==> src/rtl/gate_pkg.sv <==
// Shared types and constants for the combinational gate experiment.
// The tester, the golden model and the experiment benches all import this.
package gate_pkg;

    typedef enum logic [2:0] {
        ST_IDLE,
        ST_APPLY,
        ST_WAIT,
        ST_CHECK,
        ST_DONE
    } state_t;

    localparam int AND_I  = 0;
    localparam int OR_I   = 1;
    localparam int NOT_I  = 2;
    localparam int NAND_I = 3;
    localparam int AOI_I  = 4;
    localparam int XOR1_I = 5;
    localparam int XOR2_I = 6;

    localparam int NUM_OUT = 7;
    localparam int NUM_VEC = 16;

    localparam logic [3:0] LAST_VEC = 4'(NUM_VEC - 1);

endpackage

==> src/rtl/gate_golden.sv <==
// Golden model of the gate block: 4-bit input vector to the seven expected outputs.
// Purely combinational so other experiment benches can reuse it as-is.
module gate_golden
    import gate_pkg::*;
(
    input  logic [3:0]         i_vec,
    output logic [NUM_OUT-1:0] o_expected
);

    always_comb begin
        o_expected         = '0;
        o_expected[AND_I]  = i_vec[1] & i_vec[0];
        o_expected[OR_I]   = i_vec[1] | i_vec[0];
        o_expected[NOT_I]  = ~i_vec[0];
        o_expected[NAND_I] = ~(i_vec[1] & i_vec[0]);
        o_expected[AOI_I]  = ~((i_vec[3] & i_vec[2]) | (i_vec[1] & i_vec[0]));
        o_expected[XOR1_I] = i_vec[1] ^ i_vec[0];
        o_expected[XOR2_I] = i_vec[1] ^ i_vec[0];
    end

endmodule

==> src/rtl/gate_tester.sv <==
// Sweeps all 16 input vectors into the gate block, waits SETTLE cycles per vector,
// and compares the sampled outputs against gate_golden, accumulating a result summary.
module gate_tester
    import gate_pkg::*;
#(
    parameter int SETTLE = 2
) (
    input  logic               clk,
    input  logic               rst_n,
    input  logic               start,
    output logic [3:0]         in_vec,
    input  logic [NUM_OUT-1:0] dut_out,
    output logic               busy,
    output logic               done,
    output logic               pass,
    output logic [4:0]         err_count,
    output logic [NUM_OUT-1:0] fail_mask,
    output logic [3:0]         first_fail
);

    localparam int              CNT_W     = (SETTLE < 1) ? 1 : $clog2(SETTLE + 1);
    localparam logic [CNT_W-1:0] SETTLE_LD = CNT_W'(SETTLE);

    state_t               r_state;
    state_t               w_next;
    logic [CNT_W-1:0]     r_cnt;
    logic [3:0]           r_in_vec;
    logic                 r_busy;
    logic                 r_done;
    logic                 r_pass;
    logic [4:0]           r_err_count;
    logic [NUM_OUT-1:0]   r_fail_mask;
    logic [3:0]           r_first_fail;
    logic [NUM_OUT-1:0]   w_expected;
    logic [NUM_OUT-1:0]   w_mismatch;
    logic                 w_fail;

    gate_golden u_golden (
        .i_vec      (r_in_vec),
        .o_expected (w_expected)
    );

    assign w_mismatch = dut_out ^ w_expected;
    assign w_fail     = |w_mismatch;

    // NOTE: sequential state uses non-blocking assignments so every register sees pre-edge values.
    always_ff @(posedge clk or negedge rst_n) begin
        if (!rst_n) r_state <= ST_IDLE;
        else        r_state <= w_next;
    end

    // NOTE: the default assignment first keeps this block free of inferred latches.
    always_comb begin
        w_next = r_state;
        case (r_state)
            ST_IDLE:  if (start) w_next = ST_APPLY;
            ST_APPLY: w_next = (SETTLE == 0) ? ST_CHECK : ST_WAIT;
            ST_WAIT:  if (r_cnt == CNT_W'(1)) w_next = ST_CHECK;
            ST_CHECK: w_next = (r_in_vec == LAST_VEC) ? ST_DONE : ST_APPLY;
            ST_DONE:  w_next = ST_IDLE;
            default:  w_next = ST_IDLE;
        endcase
    end

    // Flags are registered from the next state so they line up with the state they describe.
    always_ff @(posedge clk or negedge rst_n) begin
        if (!rst_n) begin
            r_cnt        <= '0;
            r_in_vec     <= '0;
            r_busy       <= 1'b0;
            r_done       <= 1'b0;
            r_pass       <= 1'b0;
            r_err_count  <= '0;
            r_fail_mask  <= '0;
            r_first_fail <= '0;
        end else begin
            r_busy <= (w_next == ST_APPLY) || (w_next == ST_WAIT) || (w_next == ST_CHECK);
            r_done <= (w_next == ST_DONE);
            case (r_state)
                ST_IDLE: begin
                    if (start) begin
                        r_in_vec     <= '0;
                        r_pass       <= 1'b0;
                        r_err_count  <= '0;
                        r_fail_mask  <= '0;
                        r_first_fail <= '0;
                    end
                end
                ST_APPLY: r_cnt <= SETTLE_LD;
                ST_WAIT:  r_cnt <= r_cnt - CNT_W'(1);
                ST_CHECK: begin
                    if (w_fail) begin
                        r_err_count <= r_err_count + 5'd1;
                        r_fail_mask <= r_fail_mask | w_mismatch;
                        if (r_err_count == '0) r_first_fail <= r_in_vec;
                    end
                    if (r_in_vec == LAST_VEC) begin
                        r_in_vec <= '0;
                        r_pass   <= (r_err_count == '0) && !w_fail;
                    end else begin
                        r_in_vec <= r_in_vec + 4'd1;
                    end
                end
                default: ;
            endcase
        end
    end

    assign in_vec     = r_in_vec;
    assign busy       = r_busy;
    assign done       = r_done;
    assign pass       = r_pass;
    assign err_count  = r_err_count;
    assign fail_mask  = r_fail_mask;
    assign first_fail = r_first_fail;

endmodule

==> config.mk <==
export PLATFORM = sky130hd
export DESIGN_NAME = gate_tester
export DESIGN_NICKNAME = d
export VERILOG_FILES = /design/src/rtl/gate_pkg.sv /design/src/rtl/gate_golden.sv /design/src/rtl/gate_tester.sv
export SDC_FILE = /design/constraint.sdc
export NUM_CORES = 1
export LEC_CHECK = 0
export CORE_AREA = 8 8 68 70
export CTS_CLUSTER_DIAMETER = 150
export DETAILED_ROUTE_END_ITERATION = 7
export DIE_AREA = 0 0 76 78
export PLACE_DENSITY = 0.78
export SKIP_CTS_REPAIR_TIMING = 1
export SLEW_MARGIN = 20
export SYNTH_ARGS = -nofsm -noshare
export SYNTH_HDL_FRONTEND = slang
export SYNTH_SLANG_ARGS = --single-unit
==> constraint.sdc <==
create_clock -name clk -period 4.5 [get_ports clk]
set_input_delay 1.35 -clock clk [delete_from_list [all_inputs] [get_ports clk]]
set_output_delay 1.35 -clock clk [all_outputs]
set_load 0.005 [all_outputs]
After elaboration in Yosys (flattened, before gate mapping)
Cells that the tools add are included.
{"block": "word_totals", "ff_bits": 28, "input_bits": 10, "elab_cells": 68, "out_inout_bits": 23}
{"block": "classes", "eq_ne": 13, "mux": 20, "n_addsub": 3, "bitwise": 10, "reduce_logical": 13}
{"op": "$mux 4", "n": 4}
{"op": "$pmux 4 s2", "n": 2}
{"op": "$mux 7", "n": 2}
{"op": "$pmux 7 s2", "n": 1}
{"op": "$eq 3x2->1 const B", "n": 4}
{"op": "$pmux 3 s4", "n": 1}
{"op": "$mux 5", "n": 2}
{"op": "$pmux 5 s2", "n": 1}
{"op": "$mux 3", "n": 3}
{"op": "$ne 2x2->1 const B", "n": 4}
{"op": "$or 7x7->7", "n": 1}
{"op": "$reduce_or 7->1", "n": 1}
{"op": "$xor 7x7->7", "n": 1}
{"op": "$eq 3x1->1 const B", "n": 2}
{"op": "$reduce_and 3->1", "n": 2}
{"op": "$add 5x1->5 const B", "n": 1}
{"op": "$logic_not 5->1", "n": 1}
{"op": "$add 4x1->4 const B", "n": 1}
{"op": "$eq 4x4->1 const B", "n": 1}
{"op": "$pmux 2 s2", "n": 1}
{"op": "$reduce_and 4->1", "n": 1}
{"op": "$reduce_bool 2->1", "n": 2}
{"op": "$eq 3x3->1 const B", "n": 1}
{"op": "$logic_not 3->1", "n": 1}
{"op": "12 further kinds", "n": 18}

Depth between registers and ports, before layout
{"block": "depth", "word_depth": 9, "ltp_mapped": 7, "depth_no_buf": 7}

Modules after synthesis
Synthesis repeated with hierarchy kept, for this count alone.
{"block": "hier_totals", "cells_unflattened": 147, "hier_area_um2": 1467.7}
{"module": "gate_tester", "cells_per_inst": 138, "instances": 1, "seq_area_each_um2": 700.7, "area_per_inst_um2": 1398.8}
{"module": "gate_golden", "cells_per_inst": 9, "instances": 1, "seq_area_each_um2": 0.0, "area_per_inst_um2": 68.8}

Worst setup path before layout
OpenSTA, ideal clock, no wires.
{"block": "synth_path", "path_type": "input -> register", "start": "input dut_out[3]", "end": "register r_err_count[2] (netlist: err_count[2])", "n_path_buf": 0, "path_stages": 5, "slack_ns": 1.584, "setup_time_ns": 0.124, "t_arrival_ns": 2.792, "required_ns": 4.376, "path_cell_list": "xnor2_1 or4_4 a211o_4 and4b_1 a211o_1"}
{"block": "synth_via", "elab_chain_cells": 4}
{"item": "from (decl)", "line": "gate_tester.sv:12", "source": "input logic [NUM_OUT-1:0] dut_out,"}
{"item": "$xor 7x7->7", "line": "gate_tester.sv:43", "source": "assign w_mismatch = dut_out ^ w_expected;"}
{"item": "$reduce_or 7->1", "line": "gate_tester.sv:44", "source": "assign w_fail = |w_mismatch;"}
{"item": "$ne 2x2->1 (no source line)"}
{"item": "$reduce_and 3->1 (no source line)"}
{"item": "to (signal assigned)", "line": "gate_tester.sv:93", "source": "r_err_count <= r_err_count + 5'd1;"}
{"item": "to (decl)", "line": "gate_tester.sv:31", "source": "logic [4:0] r_err_count;"}
Every way passes these cells.
A chain may end at the register's enable or synchronous reset.

Worst setup path after layout
{"block": "layout_path", "start": "input dut_out[2]", "end": "register r_err_count[2] (netlist: err_count[2])"}
Same word-level chain as after synthesis.

==> results.txt <==
* Result of the run: complete, no violations
- Slowest cell on crit path: or4_4
- VDD sags by at most 0.000262 V.
- Measured in cells, the most critical reg-to-reg path has a length of 7.
- Fin crit period: 3070 ps
- Internal cell power: 603 uW
- At the worst endpoint, the arrival time is 3300 ps.
- Cell type with the highest aggregate area in the netlist: dfrtp_1
- Headroom to the max-slew limit came out at 0.446.
* Overall global routing resource usage: 0.111
- Clock tree synthesis selected as its root buffer the cell clkbuf_4.
* Max Root-Sink Buffers: 2
* TNS Setup: 0 ps
- STA classifies the critical path endpoint as a flip-flop.
- The share of the Yosys chip area taken by registers is 0.487.
- Ranking of synthesized cells by instance count: 28 x dfrtp_1, 15 x nor2_1, 10 x a21oi_1
- In this run the worst path has a maximum fanout of 9.
* Standard-cell row count: 22
* Reg-to-reg slack, setup: 2050 ps
- For the worst-skew pair, the clock arrives at the later sink with an insertion delay of 320 ps.
* Worst r2r src: in_vec[0]
* Setup-failing EPs final: 0
* Kind of launch point of the worst setup path: input port
- In the final routed layout, each cell accounts on average for 14.9 um.
* Leakage power figure: 0.812 nW
- Number of max-cap violations: 0
* Longest individual stage delay on the worst path: 530 ps
- Post-placement setup slack: 1060 ps
- Entering global routing, the biggest net connects 29 pins.
* Data required, critical path: 4730 ps
* Tightest Hold Check Type: reg2reg
- Power density of the placed cells: 529 nW/um^2
* Mapped Cells: 137
- Of the total power, the share spent switching nets is 0.379.
- The detailed router placed 1,153 vias in this run.
- After synthesis, the mean cell area works out to 10.5 sq um.
* Weighted congestion reported at the end of routability-driven placement: 0.823
* Die extent in x: 76 um
* Antenna violations before repair: 0
- Counting every sink on the clock net gives 28.
- Fraction of layout instances using a drive strength above 1: 0.0828
* Max Slew Vio Count: 0
* Actual transition at the worst max-transition pin: 829 ps
* Clock tree from TritonCTS: done
* Mapped Nets: 153
- Share of the synthesized area in the top cell type: 0.487
- Final clock period utilization by the worst path: 0.682
- Number of clock buffers inserted by TritonCTS: 3
- After layout, the design draws a total of 971 uW.
* Prevailing post-synth register cell: dfrtp_1
- Core region area: 3550 sq um
- Area growth from synthesis to layout: 27.8%
- In this run the cell area of the synthesized design comes to 1440 sq um.
* Startpoint of the most critical hold path: fail_mask[4]
* Wire length after detailed routing: 3230 um
- For hold timing, the worst endpoint is fail_mask[4].
* Final count of hold timing violations: 0
* Number of flops mapped to enable cells by yosys: 0
* Number of detailed-routing iterations run before antenna repair: 4
* Post-route DRC violation count: 0
- Diodes inserted: 0
- Fraction of synthesis flops using an asynchronous set or reset pin: 1.00
* Gr ovfl total: 0
- Summed over all nets, the switching power comes to 368 uW.
- Worst hold path cell count: 2
* Via count of the first global-routing pass: 1,193
* I/O pin total: 33
- Derived from the worst setup path, the maximum achievable clock frequency is 0.326 GHz.
- PortBufs: 32
* Yosys warns: 0
* Fin worst setup slack: 1430 ps
- After clock tree synthesis, the clock-pin slew on the worst setup and hold paths is 150 ps.
- Number of DRC violations after detailed-routing iteration 0: 81
- Wire length of the first global-routing pass: 5540 um
* Power share of the clock group: 0.104
- Top cells by area in the synthesized netlist: dfrtp_1 49%, ha_1 5.2%, nor2_1 3.9%
- The die covers 5930 sq um.
- Floorplan die height: 78 um
- The netlist uses 39 different library cells.
- Dpl hpwl: 2480 um
- The endpoint identified for the worst register-to-register timing path is err_count[2].
* Flops & latches, synth: 28
- Crit Path Category: in2reg
* Initial standard-cell utilization of the core: 0.405
- The share of total power dissipated in combinational logic is 0.477.
- Setup repair after global routing left no endpoint under its margin.
- Of the total power, registers draw 0.418.
- Antenna-violating nets left: 0
- Walking the worst path, the cells encountered are clkdlybuf4s50_1, xnor2_1, or4_4, a211o_4, and4b_1, a211o_1.
- After detailed routing, the number of vias per cell comes to 5.31.
* Maximum clock skew at final layout: 10.2 ps
- CTS H-Tree Depth: 1
- Library cell with the highest instance count after synthesis: dfrtp_1
* Nets@finish: 187
layout make-up:
class,count,area [sq um]
multi-input cells,98,696
clock buffers,3,22.5
inverters,6,22.5
flip-flops and latches,28,701
fillers,328,1710
well taps,48,60.1
repair buffers,34,335
power by group through the flow:
stage                     Combinational [mW]  Clock, mW  Sequential (mW)
after floorplan                        0.289          0            0.387
after global placement                 0.448          0            0.406
after detailed placement               0.464          0            0.412
after CTS                              0.467      0.102            0.407
after global routing                   0.512      0.117            0.418
final                                  0.463      0.101            0.406
critical path, delay by kind of cell:
family,cells,cell delay (ps)
and+or+nand+nor,2,750
AOI/OAI and AO/OA,2,630
buffers and inverters,1,420
xor gates and xnor gates,1,160
worst max path at each step:
stage,from,endpoint,depth (start not counted)
finish,dut_out[2],err_count[2],6
global route,dut_out[2],err_count[2],6
CTS,dut_out[2],err_count[2],6
detailed placement,dut_out[2],err_count[2],6
global placement,dut_out[3],err_count[2],6
floorplan,dut_out[3],err_count[2],5
layer usage:
metal	track usage	up-vias	part of all wire
li1	-	550	-
met1	0.124	562	0.45
met2	0.195	36	0.48
met3	0.0253	5	0.047
met4	0.0569	0	0.020
met5	0	-	0
registers in the layout, summed over array words and instances, names as in the netlist:
signal      cells
busy            1
done            1
err_count       5
fail_mask       7
first_fail      4
in_vec          4
pass            1
r_cnt           2
r_state         3
per-stage QoR:
step	cell area, sq um	std cells	hold WS, ps	utilization
2_1_floorplan	1440	137	484	-
3_3_place_gp	1810	214	493	0.511
3_5_place_dp	1810	214	502	0.511
4_1_cts	1840	217	536	0.517
5_1_grt	1840	217	555	0.517
6_report	1840	217	528	0.517
cell usage in the layout, fill, tap and decap left out, types with 4 or more instances in the layout:
cell type	netlist	routed
a21oi_1	10	10
clkdlybuf4s50_1	0	32
dfrtp_1	28	28
ha_1	6	6
inv_1	6	6
nand2_1	6	6
nand2b_1	4	4
nand3_1	4	4
nor2_1	15	15
o21ai_0	6	6
xnor2_1	4	4
xor2_1	4	4
logic make-up (layout without fill, tap and decap cells):
| family | count (synthesis) | after routing | synth area share |
|---|---|---|---|
| XOR/XNOR | 8 | 8 | 0.0487 |
| multiplexers | 6 | 6 | 0.0505 |
| adder cells (fa/ha/maj) | 6 | 6 | 0.0522 |
| AND/OR/NAND/NOR | 49 | 49 | 0.196 |
| flip-flops | 28 | 28 | 0.487 |
| buffers and inverters | 11 | 43 | 0.0287 |
| AO/OA/AOI/OAI | 29 | 29 | 0.137 |
(Power assumes the default switching activity.)
